### src/rtl/audio_pkg.sv
// audio_pkg: shared types and constants for the serial audio receive path.
//   rx_state_t     - frame alignment FSM state (ALIGN, LEFT, RIGHT)
//   SYNC_STAGES    - depth of the pin synchronizers (must be >= 2)
//   MAX_DATA_WIDTH - widest supported channel sample
//   stereo_max_t   - stereo pair at the maximum width. The active design
//                    declares a pair type sized by its own DATA_WIDTH with the
//                    same field layout (left in the upper half).
package audio_pkg;

    typedef enum logic [1:0] {
        ALIGN = 2'd0,
        LEFT  = 2'd1,
        RIGHT = 2'd2
    } rx_state_t;

    localparam int SYNC_STAGES    = 2;
    localparam int MAX_DATA_WIDTH = 32;

    typedef struct packed {
        logic signed [MAX_DATA_WIDTH-1:0] left;
        logic signed [MAX_DATA_WIDTH-1:0] right;
    } stereo_max_t;

endpackage

### src/rtl/audio_rx_fifo.sv
// audio_rx_fifo: synchronous first-word-fall-through FIFO.
//   clk, reset        - clock, synchronous active-high reset
//   push, push_data   - write request and data (ignored when full unless popping)
//   pop               - read request (ignored when empty)
//   pop_data          - head entry, combinational from the memory; 0 when empty
//   full, empty       - status
//   level             - number of stored entries
// DEPTH must be a power of two so the pointers wrap naturally.
module audio_rx_fifo #(
    parameter int WIDTH = 32,
    parameter int DEPTH = 8
) (
    input  logic                     clk,
    input  logic                     reset,
    input  logic                     push,
    input  logic [WIDTH-1:0]         push_data,
    input  logic                     pop,
    output logic [WIDTH-1:0]         pop_data,
    output logic                     full,
    output logic                     empty,
    output logic [$clog2(DEPTH):0]   level
);

    localparam int AW = $clog2(DEPTH);
    localparam int LW = AW + 1;

    logic [WIDTH-1:0] mem_q [DEPTH];
    logic [AW-1:0]    wr_ptr_d, wr_ptr_q;
    logic [AW-1:0]    rd_ptr_d, rd_ptr_q;
    logic [LW-1:0]    count_d, count_q;
    logic             wr_en, rd_en;

    assign empty = (count_q == '0);
    assign full  = (count_q == LW'(DEPTH));

    // When full, a simultaneous pop frees the head slot on the same edge,
    // so the write into that slot is safe.
    assign wr_en = push & (~full | pop);
    assign rd_en = pop & ~empty;

    assign pop_data = empty ? '0 : mem_q[rd_ptr_q];
    assign level    = count_q;

    always_comb begin
        wr_ptr_d = wr_ptr_q;
        rd_ptr_d = rd_ptr_q;
        count_d  = count_q;
        if (wr_en) wr_ptr_d = wr_ptr_q + AW'(1);
        if (rd_en) rd_ptr_d = rd_ptr_q + AW'(1);
        case ({wr_en, rd_en})
            2'b10:   count_d = count_q + LW'(1);
            2'b01:   count_d = count_q - LW'(1);
            default: count_d = count_q;
        endcase
    end

    always_ff @(posedge clk) begin
        if (reset) begin
            wr_ptr_q <= '0;
            rd_ptr_q <= '0;
            count_q  <= '0;
        end else begin
            wr_ptr_q <= wr_ptr_d;
            rd_ptr_q <= rd_ptr_d;
            count_q  <= count_d;
        end
    end

    always_ff @(posedge clk) begin
        if (wr_en) mem_q[wr_ptr_q] <= push_data;
    end

endmodule

### src/rtl/audio_adc_rx.sv
// audio_adc_rx: I2S receiver for the codec ADC stream (codec is clock master).
// Synchronizes bclk/lrck/dat into clk, deserializes left/right words and
// queues {left, right} pairs in a FWFT FIFO with a valid/ready output.
//   clk, reset            - system clock, synchronous active-high reset
//   enable                - 1 = capture, 0 = drop partial pair and realign
//   adc_bclk/lrck/dat     - asynchronous codec pins (lrck 0 = left)
//   out_data/valid/ready  - stream output, {left, right}, left in upper half
//   fill_level            - pairs stored
//   overflow, ovf_clr     - sticky drop flag and its clear (set wins)
//   ovf_count             - saturating drop counter, only present when
//                           AUDIO_ADC_RX_OVF_CNT_EN is defined
//
// state | meaning
// ALIGN | waiting for an lrck 1->0 change to find the start of a left word
// LEFT  | shifting bits into the left word
// RIGHT | shifting bits into the right word; lrck 1->0 pushes the pair
module audio_adc_rx
    import audio_pkg::*;
#(
    parameter int DATA_WIDTH = 16,
    parameter int FIFO_DEPTH = 8
) (
    input  logic                            clk,
    input  logic                            reset,
    input  logic                            enable,
    input  logic                            adc_bclk,
    input  logic                            adc_lrck,
    input  logic                            adc_dat,
    output logic [2*DATA_WIDTH-1:0]         out_data,
    output logic                            out_valid,
    input  logic                            out_ready,
    output logic [$clog2(FIFO_DEPTH):0]     fill_level,
    output logic                            overflow,
    input  logic                            ovf_clr
`ifdef AUDIO_ADC_RX_OVF_CNT_EN
    ,
    output logic [15:0]                     ovf_count
`endif
);

    localparam int CW = $clog2(DATA_WIDTH + 1);
    localparam logic [DATA_WIDTH-1:0] MSB_ONE = {1'b1, {(DATA_WIDTH-1){1'b0}}};

    typedef struct packed {
        logic signed [DATA_WIDTH-1:0] left;
        logic signed [DATA_WIDTH-1:0] right;
    } pair_t;

    logic [SYNC_STAGES-1:0] bclk_sync_d, bclk_sync_q;
    logic [SYNC_STAGES-1:0] lrck_sync_d, lrck_sync_q;
    logic [SYNC_STAGES-1:0] dat_sync_d,  dat_sync_q;
    logic                   bclk_s, lrck_s, dat_s;

    logic bclk_prev_d, bclk_prev_q;
    logic strobe_d, strobe_q;
    logic lrck_smp_d, lrck_smp_q;
    logic dat_smp_d, dat_smp_q;
    logic lrck_last_d, lrck_last_q;
    logic lrck_fall, lrck_rise;

    rx_state_t              state_d, state_q;
    logic [DATA_WIDTH-1:0]  left_d, left_q;
    logic [DATA_WIDTH-1:0]  right_d, right_q;
    logic [CW-1:0]          left_cnt_d, left_cnt_q;
    logic [CW-1:0]          right_cnt_d, right_cnt_q;
    logic                   push_d, push_q;
    pair_t                  pair_d, pair_q;

    logic fifo_full, fifo_empty, pop, drop;
    logic overflow_d, overflow_q;

    // Synchronizers, then a registered rising-edge strobe. lrck/dat are
    // registered alongside the strobe so all three line up.
    assign bclk_s = bclk_sync_q[SYNC_STAGES-1];
    assign lrck_s = lrck_sync_q[SYNC_STAGES-1];
    assign dat_s  = dat_sync_q[SYNC_STAGES-1];

    always_comb begin
        bclk_sync_d = {bclk_sync_q[SYNC_STAGES-2:0], adc_bclk};
        lrck_sync_d = {lrck_sync_q[SYNC_STAGES-2:0], adc_lrck};
        dat_sync_d  = {dat_sync_q[SYNC_STAGES-2:0], adc_dat};
        bclk_prev_d = bclk_s;
        strobe_d    = bclk_s & ~bclk_prev_q;
        lrck_smp_d  = lrck_s;
        dat_smp_d   = dat_s;
        lrck_last_d = strobe_q ? lrck_smp_q : lrck_last_q;
    end

    assign lrck_fall = strobe_q &  lrck_last_q & ~lrck_smp_q;
    assign lrck_rise = strobe_q & ~lrck_last_q &  lrck_smp_q;

    // The strobe that sees an lrck change is the I2S delay slot and carries
    // no bit of the new word, so transitions never shift. Bits land at the
    // position selected by the counter, which left-aligns short words.
    always_comb begin
        state_d     = state_q;
        left_d      = left_q;
        right_d     = right_q;
        left_cnt_d  = left_cnt_q;
        right_cnt_d = right_cnt_q;
        push_d      = 1'b0;
        pair_d      = pair_q;

        if (!enable) begin
            state_d     = ALIGN;
            left_d      = '0;
            right_d     = '0;
            left_cnt_d  = '0;
            right_cnt_d = '0;
        end else if (strobe_q) begin
            case (state_q)
                ALIGN: begin
                    if (lrck_fall) begin
                        state_d    = LEFT;
                        left_d     = '0;
                        left_cnt_d = '0;
                    end
                end
                LEFT: begin
                    if (lrck_rise) begin
                        state_d     = RIGHT;
                        right_d     = '0;
                        right_cnt_d = '0;
                    end else if (left_cnt_q < CW'(DATA_WIDTH)) begin
                        left_d     = left_q | ({DATA_WIDTH{dat_smp_q}} & (MSB_ONE >> left_cnt_q));
                        left_cnt_d = left_cnt_q + CW'(1);
                    end
                end
                RIGHT: begin
                    if (lrck_fall) begin
                        push_d      = 1'b1;
                        pair_d.left  = left_q;
                        pair_d.right = right_q;
                        state_d     = LEFT;
                        left_d      = '0;
                        left_cnt_d  = '0;
                    end else if (right_cnt_q < CW'(DATA_WIDTH)) begin
                        right_d     = right_q | ({DATA_WIDTH{dat_smp_q}} & (MSB_ONE >> right_cnt_q));
                        right_cnt_d = right_cnt_q + CW'(1);
                    end
                end
                default: state_d = ALIGN;
            endcase
        end
    end

    always_ff @(posedge clk) begin
        if (reset) begin
            bclk_sync_q <= '0;
            lrck_sync_q <= '0;
            dat_sync_q  <= '0;
            bclk_prev_q <= 1'b0;
            strobe_q    <= 1'b0;
            lrck_smp_q  <= 1'b0;
            dat_smp_q   <= 1'b0;
            lrck_last_q <= 1'b0;
            state_q     <= ALIGN;
            left_q      <= '0;
            right_q     <= '0;
            left_cnt_q  <= '0;
            right_cnt_q <= '0;
            push_q      <= 1'b0;
            pair_q      <= '0;
            overflow_q  <= 1'b0;
        end else begin
            bclk_sync_q <= bclk_sync_d;
            lrck_sync_q <= lrck_sync_d;
            dat_sync_q  <= dat_sync_d;
            bclk_prev_q <= bclk_prev_d;
            strobe_q    <= strobe_d;
            lrck_smp_q  <= lrck_smp_d;
            dat_smp_q   <= dat_smp_d;
            lrck_last_q <= lrck_last_d;
            state_q     <= state_d;
            left_q      <= left_d;
            right_q     <= right_d;
            left_cnt_q  <= left_cnt_d;
            right_cnt_q <= right_cnt_d;
            push_q      <= push_d;
            pair_q      <= pair_d;
            overflow_q  <= overflow_d;
        end
    end

    audio_rx_fifo #(
        .WIDTH (2*DATA_WIDTH),
        .DEPTH (FIFO_DEPTH)
    ) u_fifo (
        .clk       (clk),
        .reset     (reset),
        .push      (push_q),
        .push_data (pair_q),
        .pop       (pop),
        .pop_data  (out_data),
        .full      (fifo_full),
        .empty     (fifo_empty),
        .level     (fill_level)
    );

    assign out_valid = ~fifo_empty;
    assign pop       = out_valid & out_ready;

    // A pop on the push cycle makes room, so only an unpaired push into a
    // full FIFO is a drop.
    assign drop       = push_q & fifo_full & ~pop;
    assign overflow_d = drop | (overflow_q & ~ovf_clr);
    assign overflow   = overflow_q;

`ifdef AUDIO_ADC_RX_OVF_CNT_EN
    logic [15:0] ovf_cnt_d, ovf_cnt_q;

    always_comb begin
        ovf_cnt_d = ovf_cnt_q;
        if (drop) begin
            if (ovf_clr)
                ovf_cnt_d = 16'd1;
            else if (ovf_cnt_q != 16'hFFFF)
                ovf_cnt_d = ovf_cnt_q + 16'd1;
        end else if (ovf_clr) begin
            ovf_cnt_d = '0;
        end
    end

    always_ff @(posedge clk) begin
        if (reset) ovf_cnt_q <= '0;
        else       ovf_cnt_q <= ovf_cnt_d;
    end

    assign ovf_count = ovf_cnt_q;
`endif

endmodule

### config.mk
export PLATFORM = sky130hd
export DESIGN_NAME = audio_adc_rx
export DESIGN_NICKNAME = d
export VERILOG_FILES = /design/src/rtl/audio_pkg.sv /design/src/rtl/audio_rx_fifo.sv /design/src/rtl/audio_adc_rx.sv
export SDC_FILE = /design/constraint.sdc
export NUM_CORES = 1
export LEC_CHECK = 0
export CELL_PAD_IN_SITES_DETAIL_PLACEMENT = 1
export CELL_PAD_IN_SITES_GLOBAL_PLACEMENT = 2
export CORE_ASPECT_RATIO = 0.75
export CORE_MARGIN = 2
export CORE_UTILIZATION = 45
export DETAILED_ROUTE_END_ITERATION = 16
export GPL_TIMING_DRIVEN = 0
export PLACE_DENSITY = 0.83
export SETUP_SLACK_MARGIN = 0.02
export SLEW_MARGIN = 0
export SYNTH_ARGS = -nofsm -noshare
export SYNTH_HDL_FRONTEND = slang
export SYNTH_SLANG_ARGS = --single-unit
### constraint.sdc
create_clock -name clk -period 12.49 [get_ports clk]
set_input_delay 1.8735 -clock clk [delete_from_list [all_inputs] [get_ports clk]]
set_output_delay 1.8735 -clock clk [all_outputs]
set_load 0.005 [all_outputs]
Word-level counts from Yosys, hierarchy flattened --
Memory sizes are Yosys's and may differ from the RTL's. A register that Yosys moved wholly into a read port is not among the register bits. Index checks and enable logic that the tools add are counted.
Cells by class: shift-type cells 2, div/mod/pow operators 0, equal/unequal tests 11, reduce and logical (&&, ||, !) cells 12, add/sub/neg operators 6, multiply operators 0, muxes and demuxes 26, bitwise gates (word level) 27, $lt $le $gt $ge 2
Operators by type and width (number):
- $mux W16 | 6
- $pmux W16 S2 | 2
- $and A16 B16 Y16 | 2
- $mux W32 | 1
- $or A16 B16 Y16 | 2
- $shr A16 B5 Y16 const A | 2
- $mux W5 | 6
- $pmux W5 S2 | 2
- $and A1 B1 Y1 | 11
- $add A5 B1 Y5 const B | 2
- $lt A5 B5 Y1 const B | 2
- $ne A2 B2 Y1 const B | 5
- $not A1 Y1 | 10
- $reduce_and A5 Y1 | 2
- $pmux W4 S2 | 1
- $add A3 B1 Y3 const B | 2
- $mux W3 | 2
- $reduce_bool A2 Y1 | 3
- $add A4 B1 Y4 const B | 1
- $eq A2 B1 Y1 const B | 2
- $eq A2 B2 Y1 const B | 2
- $eq A4 B4 Y1 const B | 1
- $logic_not A4 Y1 | 1
- $mux W2 | 2
- other kinds (10) | 14
Word-level totals: bits in latches 0, output and inout bits 38, bits in writable memories 256, ROM bits 0, logic and storage cells 107, input bits 8, register bits 99, memories 1
Memories:
- u_fifo.mem_q | depth 8, width 32, rd ports 1, clocked after Yosys merged registers in 1, wr ports 1, line audio_rx_fifo.sv:27 | logic [WIDTH-1:0] mem_q [DEPTH];

Longest topological paths before layout --
Gate-level depths: netlist (run 1).
depth in word-level cells 7, mapped depth 13

By module --
A second synthesis (run 1) with hierarchy kept.
Unflattened totals: cells, all modules 866, area total of the unflattened synthesis 13819.5 µm²
By module, submodules not included:
- audio_rx_fifo | seq. area each 7947.6 µm², times used 1, area each 10362.4 µm², cells each 478
- audio_adc_rx | seq. area each 1781.7 µm², times used 1, area each 3457.1 µm², cells each 388

Worst setup path after synthesis (run 1) --
OpenSTA, ideal clock, no wires.
kind input-to-reg, start input port out_ready, end memory u_fifo.mem_q[0][0] (enable), path buffers 0, arrival time 5.243 ns, path slack 6.745 ns, library setup time 0.501 ns, stages on the path 3, path through nand2b_1 o21ai_4 nor4_1
Between the ends: cells in the longest elaborated chain, start to end 5
RTL lines:
- from (decl) | line audio_adc_rx.sv:31 | input logic out_ready,
- $and A1 B1 Y1 | line audio_adc_rx.sv:201 | assign pop = out_valid & out_ready;
- $or A1 B1 Y1 | line audio_rx_fifo.sv:38 | assign wr_en = push & (~full | pop);
- $and A1 B1 Y1 | line audio_rx_fifo.sv:38
- $mux W1 | line audio_rx_fifo.sv:70 | if (wr_en) mem_q[wr_ptr_q] <= push_data;
- $mux W1 (not written as such) | line audio_rx_fifo.sv:70
- to (decl) | line audio_rx_fifo.sv:27
No other way between the ends.

==> flow_summary.ini, run 1 <==
[power_and_ir_drop]
cellPowerDensity_nw_per_um2 = 141
power_mw = 2.27
p_leak_nw = 5.25
ir_drop_mv = 0.0874

[run_status]
status = finished, final reports clean

[place]
dpl.hpwl_um = 21300
io_buffers = 45
placed_area_um2 = 15000
place_congestion = 0.744

[critical_path]
start_kind = register
required_ns = 10.62
path_delay_family = buffers and inverters
slowest_stage = buf_1
worst_setup_path_end_kind = output port
crit_type = register to output port
path_cells = clkbuf_1 > buf_1 > mux4_2 > mux2i_1 > nor2_1 > clkdlybuf4s50_1
critPathMaxFanout = 10
slowest_delay_ns = 0.67
path_buf_inv = 3
arrival_ns = 3.36

[grt]
grt_pass1_wl_um = 49200
grt_max_degree = 27
grt_overflow = 0
grt_pass1_vias = 8204
track_usage_pct = 20.7
antenna_found_initial = 0

[clock_network]
cts_sinks = 358
clock_path_buffers = 3
clk_pin_slew_ns = 0.06
cts_tree = built
hold_buffers = 0
insertion_delay_ns = 0.53
cts_resized = 0
htreeDepth = 2
cts_root_buffer = clkbuf_16
numCtsBuffers = 35
postCtsSetupBuffers = 0

[drt]
dr.pass1.iters = 4
wirelength_um = 31800
ant_nets = 0
viasPerCell = 5.54
drt_iter0_markers = 529
dr_total_vias = 7706
drc = 0
wire_per_inst_um = 22.8

[timing]
final-max-slew-violation-count = 0
fin_tns_setup_ns = 0
finalHoldViolations = 0
min_period_ns = 5.23
rsz0062_at_grt = no
relSlewSlack_pct = 34.2
tightest_slew_ns = 0.985
fin_crit_sh_pct = 41.9
setup_viol = 0
skew_ns = 0.0235
fmax_mhz = 191

[cells_and_area]
area_delta_synth_final_pct = 17.0
fin_area_um2 = 16100
layout-drive-gt1-share_pct = 17.4
antenna_cells = 0
fin_nets = 993

[yosys]
syn-instance-count = 864
yosysTopAreaCell = edfxtp_1
synth_area_per_cell_um2 = 15.9
synth_commonest_cells = 256 x edfxtp_1, 102 x dfxtp_1, 94 x nor2_1
yosys_warnings = 0
syn_area_um2 = 13700
synthArstFlopShare_pct = 0
synth_seq_area_share_pct = 70.8
yosys-top-cells-area = edfxtp_1 56%, dfxtp_1 15%, mux4_2 10%
syn-num-nets = 889
ys_types = 52
synth_edf_count = 256
ys_ff_latch = 358
synth.top_cell.area_share_pct = 55.9
synthFlopType = edfxtp_1
yosysMostFrequentCell = edfxtp_1

[die]
die_h_um = 155
num_rows = 55
ios = 46
start_util_pct = 45.6
die_w_um = 206
dieArea_um2 = 32000
floorplan.core_area_um2 = 30100

[run]
maxCapViolCount = 0

[worst_hold_path]
hp-class = register to register
cells by family (layout without fill, tap and decap cells):
kind of cell | Yosys count | after routing | synth area share, %
AND/OR/NAND/NOR | 232 | 232 | 7.72
XOR/XNOR | 8 | 8 | 0.564
AO/OA/AOI/OAI | 90 | 90 | 4.17
flip-flops | 358 | 358 | 70.8
adder cells (fa/ha/maj) | 17 | 17 | 1.55
multiplexers | 103 | 103 | 13.3
buffers and inverters | 56 | 185 | 1.87
final timing paths:
kind                            slack [ns]                      endpoint                    startpoint  cells past startpoint
worst min-delay path                  0.38           strobe_q$_SDFF_PP0_        bclk_prev_q$_SDFF_PP0_                      1
worst min register to register        0.38           strobe_q$_SDFF_PP0_        bclk_prev_q$_SDFF_PP0_                      1
worst max-delay path                  7.26                  out_data[28]                      register                      6
worst max register to register        9.61  u_fifo.level[3]$_SDFFE_PP0P_  u_fifo.level[0]$_SDFFE_PP0P_                     10
layout by cell type, fill, tap and decap left out, types with 4 or more instances in the layout:
cell type          n
nand3_1            8
buf_2             17
nand2b_1           6
nor3_2             4
clkbuf_1          23
mux4_2            64
dfxtp_1          102
xor2_1             6
clkinv_2           7
buf_6             14
nor2_1            91
ha_1              17
buf_1             11
buf_4              5
edfxtp_1         256
inv_1              9
clkdlybuf4s50_1   45
a41oi_1            6
a31oi_1           27
nor2b_1           21
nand2_1           74
or3_1              4
a21oi_1           39
clkbuf_8           4
mux2i_1           37
clkbuf_16         36
flip-flops by register name, indices dropped and copies added, names as in the netlist, 2 cells and up, named ones only:
name,flops
right_cnt_q,5
pair_q,32
right_q,16
u_fifo.wr_ptr_q,3
state_q,2
left_q,16
lrck_sync_q,2
dat_sync_q,2
u_fifo.level,4
u_fifo.mem_q,256
u_fifo.rd_ptr_q,3
bclk_sync_q,2
left_cnt_q,5
worst reg2reg max path, cell delays in order (launching register included):
cell,delay (ns)
dfxtp_1,0.36
or3_1,0.41
buf_6,0.16
nor2_8,0.20
inv_4,0.05
and2_4,0.15
buf_6,0.12
ha_1,0.36
or3_1,0.40
o32ai_1,0.18
mux2_1,0.35
metal layers:
layer	routed length (um)	up-vias	global-route usage, %
met5	0	-	0
met4	498	0	4.56
met3	1500	39	3.35
met2	15200	182	33.6
met1	14600	3993	29.6
li1	-	3492	-
stage by stage:
step	utilization [%]	hold WS [ns]	std cells	worst slack [ns]
floorplan	-	0.367	864	6.75
global placement	48.8	0.372	1308	2.67
detailed placement	49.8	0.377	1330	7.86
CTS	53.4	0.385	1392	7.25
global route	53.4	0.403	1392	7.06
finish	53.4	0.384	1392	7.26
layout make-up:
class	instances	area [um2]
Tap cell	399	499
Multi-Input combinational cell	450	3810
Buffer	46	216
Clock inverter	14	91.3
Fill cell	2897	14100
Clock buffer	48	986
Sequential cell	358	9730
Timing Repair Buffer	67	717
Inverter	10	40.0
power by group:
group	total (mW)	switching, mW	internal, mW
clock	0.996	0.437	0.558
combinational	0.0125	0.00838	0.00413
sequential	1.26	0.000614	1.26
total	2.27	0.446	1.82
No activity file was read; power rests on OpenSTA's default activity.
==> run 2, diff against run 1 <==
==> constraint.sdc (replaced) <==
create_clock -name clk -period 5.1 [get_ports clk]
set_input_delay 0.765 -clock clk [delete_from_list [all_inputs] [get_ports clk]]
set_output_delay 0.765 -clock clk [all_outputs]
set_load 0.005 [all_outputs]
==> results of run 2 <==
The final DEF is identical to that of run 1. Status: finished, final reports clean.
Main changes from that run: setup slack after placement 7.86 ns -> 1.58 ns; setup slack after layout 7.26 ns -> 0.975 ns; register-to-register setup slack 9.61 ns -> 2.22 ns; total power 2.27 mW -> 5.55 mW; worst IR drop on VDD 0.0874 mV -> 0.214 mV
==> run 3, diff against run 2 <==
--- a/config.mk
+++ b/config.mk
@@ -9,10 +9,10 @@
 export CELL_PAD_IN_SITES_GLOBAL_PLACEMENT = 2
 export CORE_ASPECT_RATIO = 0.75
 export CORE_MARGIN = 2
-export CORE_UTILIZATION = 45
+export CORE_UTILIZATION = 41
 export DETAILED_ROUTE_END_ITERATION = 16
 export GPL_TIMING_DRIVEN = 0
-export PLACE_DENSITY = 0.83
+export PLACE_DENSITY = 0.8
 export SETUP_SLACK_MARGIN = 0.02
 export SLEW_MARGIN = 0
 export SYNTH_ARGS = -nofsm -noshare
==> constraint.sdc (replaced) <==
create_clock -name clk -period 3.6 [get_ports clk]
set_input_delay 0.54 -clock clk [delete_from_list [all_inputs] [get_ports clk]]
set_output_delay 0.54 -clock clk [all_outputs]
set_load 0.005 [all_outputs]
==> run 3 against run 2 <==
  * First-iteration DRC count up 9.1%
  * Non-clock buffer count decreased by 1
  * Die area up 9.5%
  * Critical path type unchanged
  * Critical endpoint unchanged
  * Largest cell class unchanged
  * Highest routed layer unchanged
==> flow_summary.ini, run 3 (synthesis gave the netlist of run 1 again) <==
[critical_path]
start_kind = register
worst_setup_path_end_kind = output port
path_cells = buf_2 > clkbuf_4 > mux4_2 > mux2i_1 > nor2_1 > clkdlybuf4s50_1
slowest_stage = mux4_2
crit_type = register to output port
slowest_delay_ns = 0.55
critPathMaxFanout = 10
arrival_ns = 2.90
required_ns = 3.06

[worst_hold_path]
hp-class = register to register

[cells_and_area]
top_register = u_fifo.mem_q
final_cell_mix = 256 x edfxtp_1, 102 x dfxtp_1, 91 x nor2_1
final_common_cell = edfxtp_1
largest_register_ffs = 256
n_fill_cell = 3284
fin_area_um2 = 16400
multi_input_area_um2 = 3820
top_regs = u_fifo.mem_q (256), pair_q (32)
post-route-util_pct = 49.3
fin_nets = 994
antenna_cells = 0
area_delta_synth_final_pct = 19.3
ff_latch_area_um2 = 9730
layout-drive-gt1-share_pct = 18.6

[place]
dpl.hpwl_um = 21800
io_buffers = 45
dp_slack_ns = 0.264
place_congestion = 0.760
placed_area_um2 = 15100

[clock_network]
cts_tree = built
hold_buffers = 0
clock_path_buffers = 3
clk_pin_slew_ns = 0.07
insertion_delay_ns = 0.54
numCtsBuffers = 37
cts_sinks = 358
cts_resized = 5
htreeDepth = 2
postCtsSetupBuffers = 0
cts_root_buffer = clkbuf_16

[power_and_ir_drop]
cellPowerDensity_nw_per_um2 = 505
ir_drop_mv = 0.320
power_mw = 8.28
p_leak_nw = 5.32

[timing]
tightest_slew_ns = 1.10
fin_crit_sh_pct = 95.5
skew_ns = 0.0214
fin_tns_setup_ns = 0
min_period_ns = 3.44
rsz0062_at_grt = yes
setup_ws_ns = 0.162
final-max-slew-violation-count = 0
setup_viol = 0
fmax_mhz = 291
finalHoldViolations = 0
relSlewSlack_pct = 26.8

[drt]
wire_per_inst_um = 22.0
dr.pass1.iters = 5
dr_total_vias = 7646
drt_iter0_markers = 577
drc = 0
ant_nets = 0
wirelength_um = 31800
viasPerCell = 5.28

[die]
num_rows = 58
start_util_pct = 41.4
floorplan.core_area_um2 = 33200
die_w_um = 215
dieArea_um2 = 35000
ios = 46
die_h_um = 163

[grt]
track_usage_pct = 18.7
grt_overflow = 0
grt_max_degree = 20
antenna_found_initial = 0
grt_pass1_vias = 8130
grt_pass1_wl_um = 49300

[run_status]
status = finished, final reports clean

[run]
maxCapViolCount = 0
[run 3: cell type report]
class	count	share of cell area [%]
plain buffers	45	1.40
multi-input cells	450	23.3
clock buffers	56	6.77
inverters	10	0.244
flip-flops and latches	358	59.4
clock inverters	12	0.847
well taps	450	3.43
repair buffers	67	4.67
[run 3: per-stage QoR]
step | hold slack (ns) | cells
CTS | 0.385 | 1448
finish | 0.384 | 1448
detailed placement | 0.379 | 1381
global route | 0.403 | 1448
global placement | 0.374 | 1359
floorplan | 0.367 | 864
[run 3: worst paths after layout]
check | from | endpoint | slack [ns] | cells past startpoint
worst min-delay path | bclk_prev_q$_SDFF_PP0_ | strobe_q$_SDFF_PP0_ | 0.38 | 1
worst min register to register | bclk_prev_q$_SDFF_PP0_ | strobe_q$_SDFF_PP0_ | 0.38 | 1
worst max-delay path | register | out_data[28] | 0.16 | 6
worst max register to register | u_fifo.level[0]$_SDFFE_PP0P_ | u_fifo.level[3]$_SDFFE_PP0P_ | 0.73 | 10
[run 3: critical path, delay by kind of cell (launching register included)]
family | cells | cell delay (ns)
muxes | 2 | 0.87
and+or+nand+nor | 1 | 0.07
DFF | 1 | 0.30
buffers and inverters | 3 | 1.11
[run 3: power by group]
part	switching (mW)	internal, mW
registers	0.00215	4.36
clock network	1.58	2.30
logic	0.0300	0.0143
total	1.61	6.67
[run 3: per-layer routing]
layer | vias up | wire, um | GRT usage, %
li1 | 3506 | - | -
met1 | 3932 | 15100 | 26.7
met2 | 164 | 14700 | 30.1
met3 | 44 | 1470 | 2.84
met4 | 0 | 585 | 4.73
met5 | - | 0 | 0
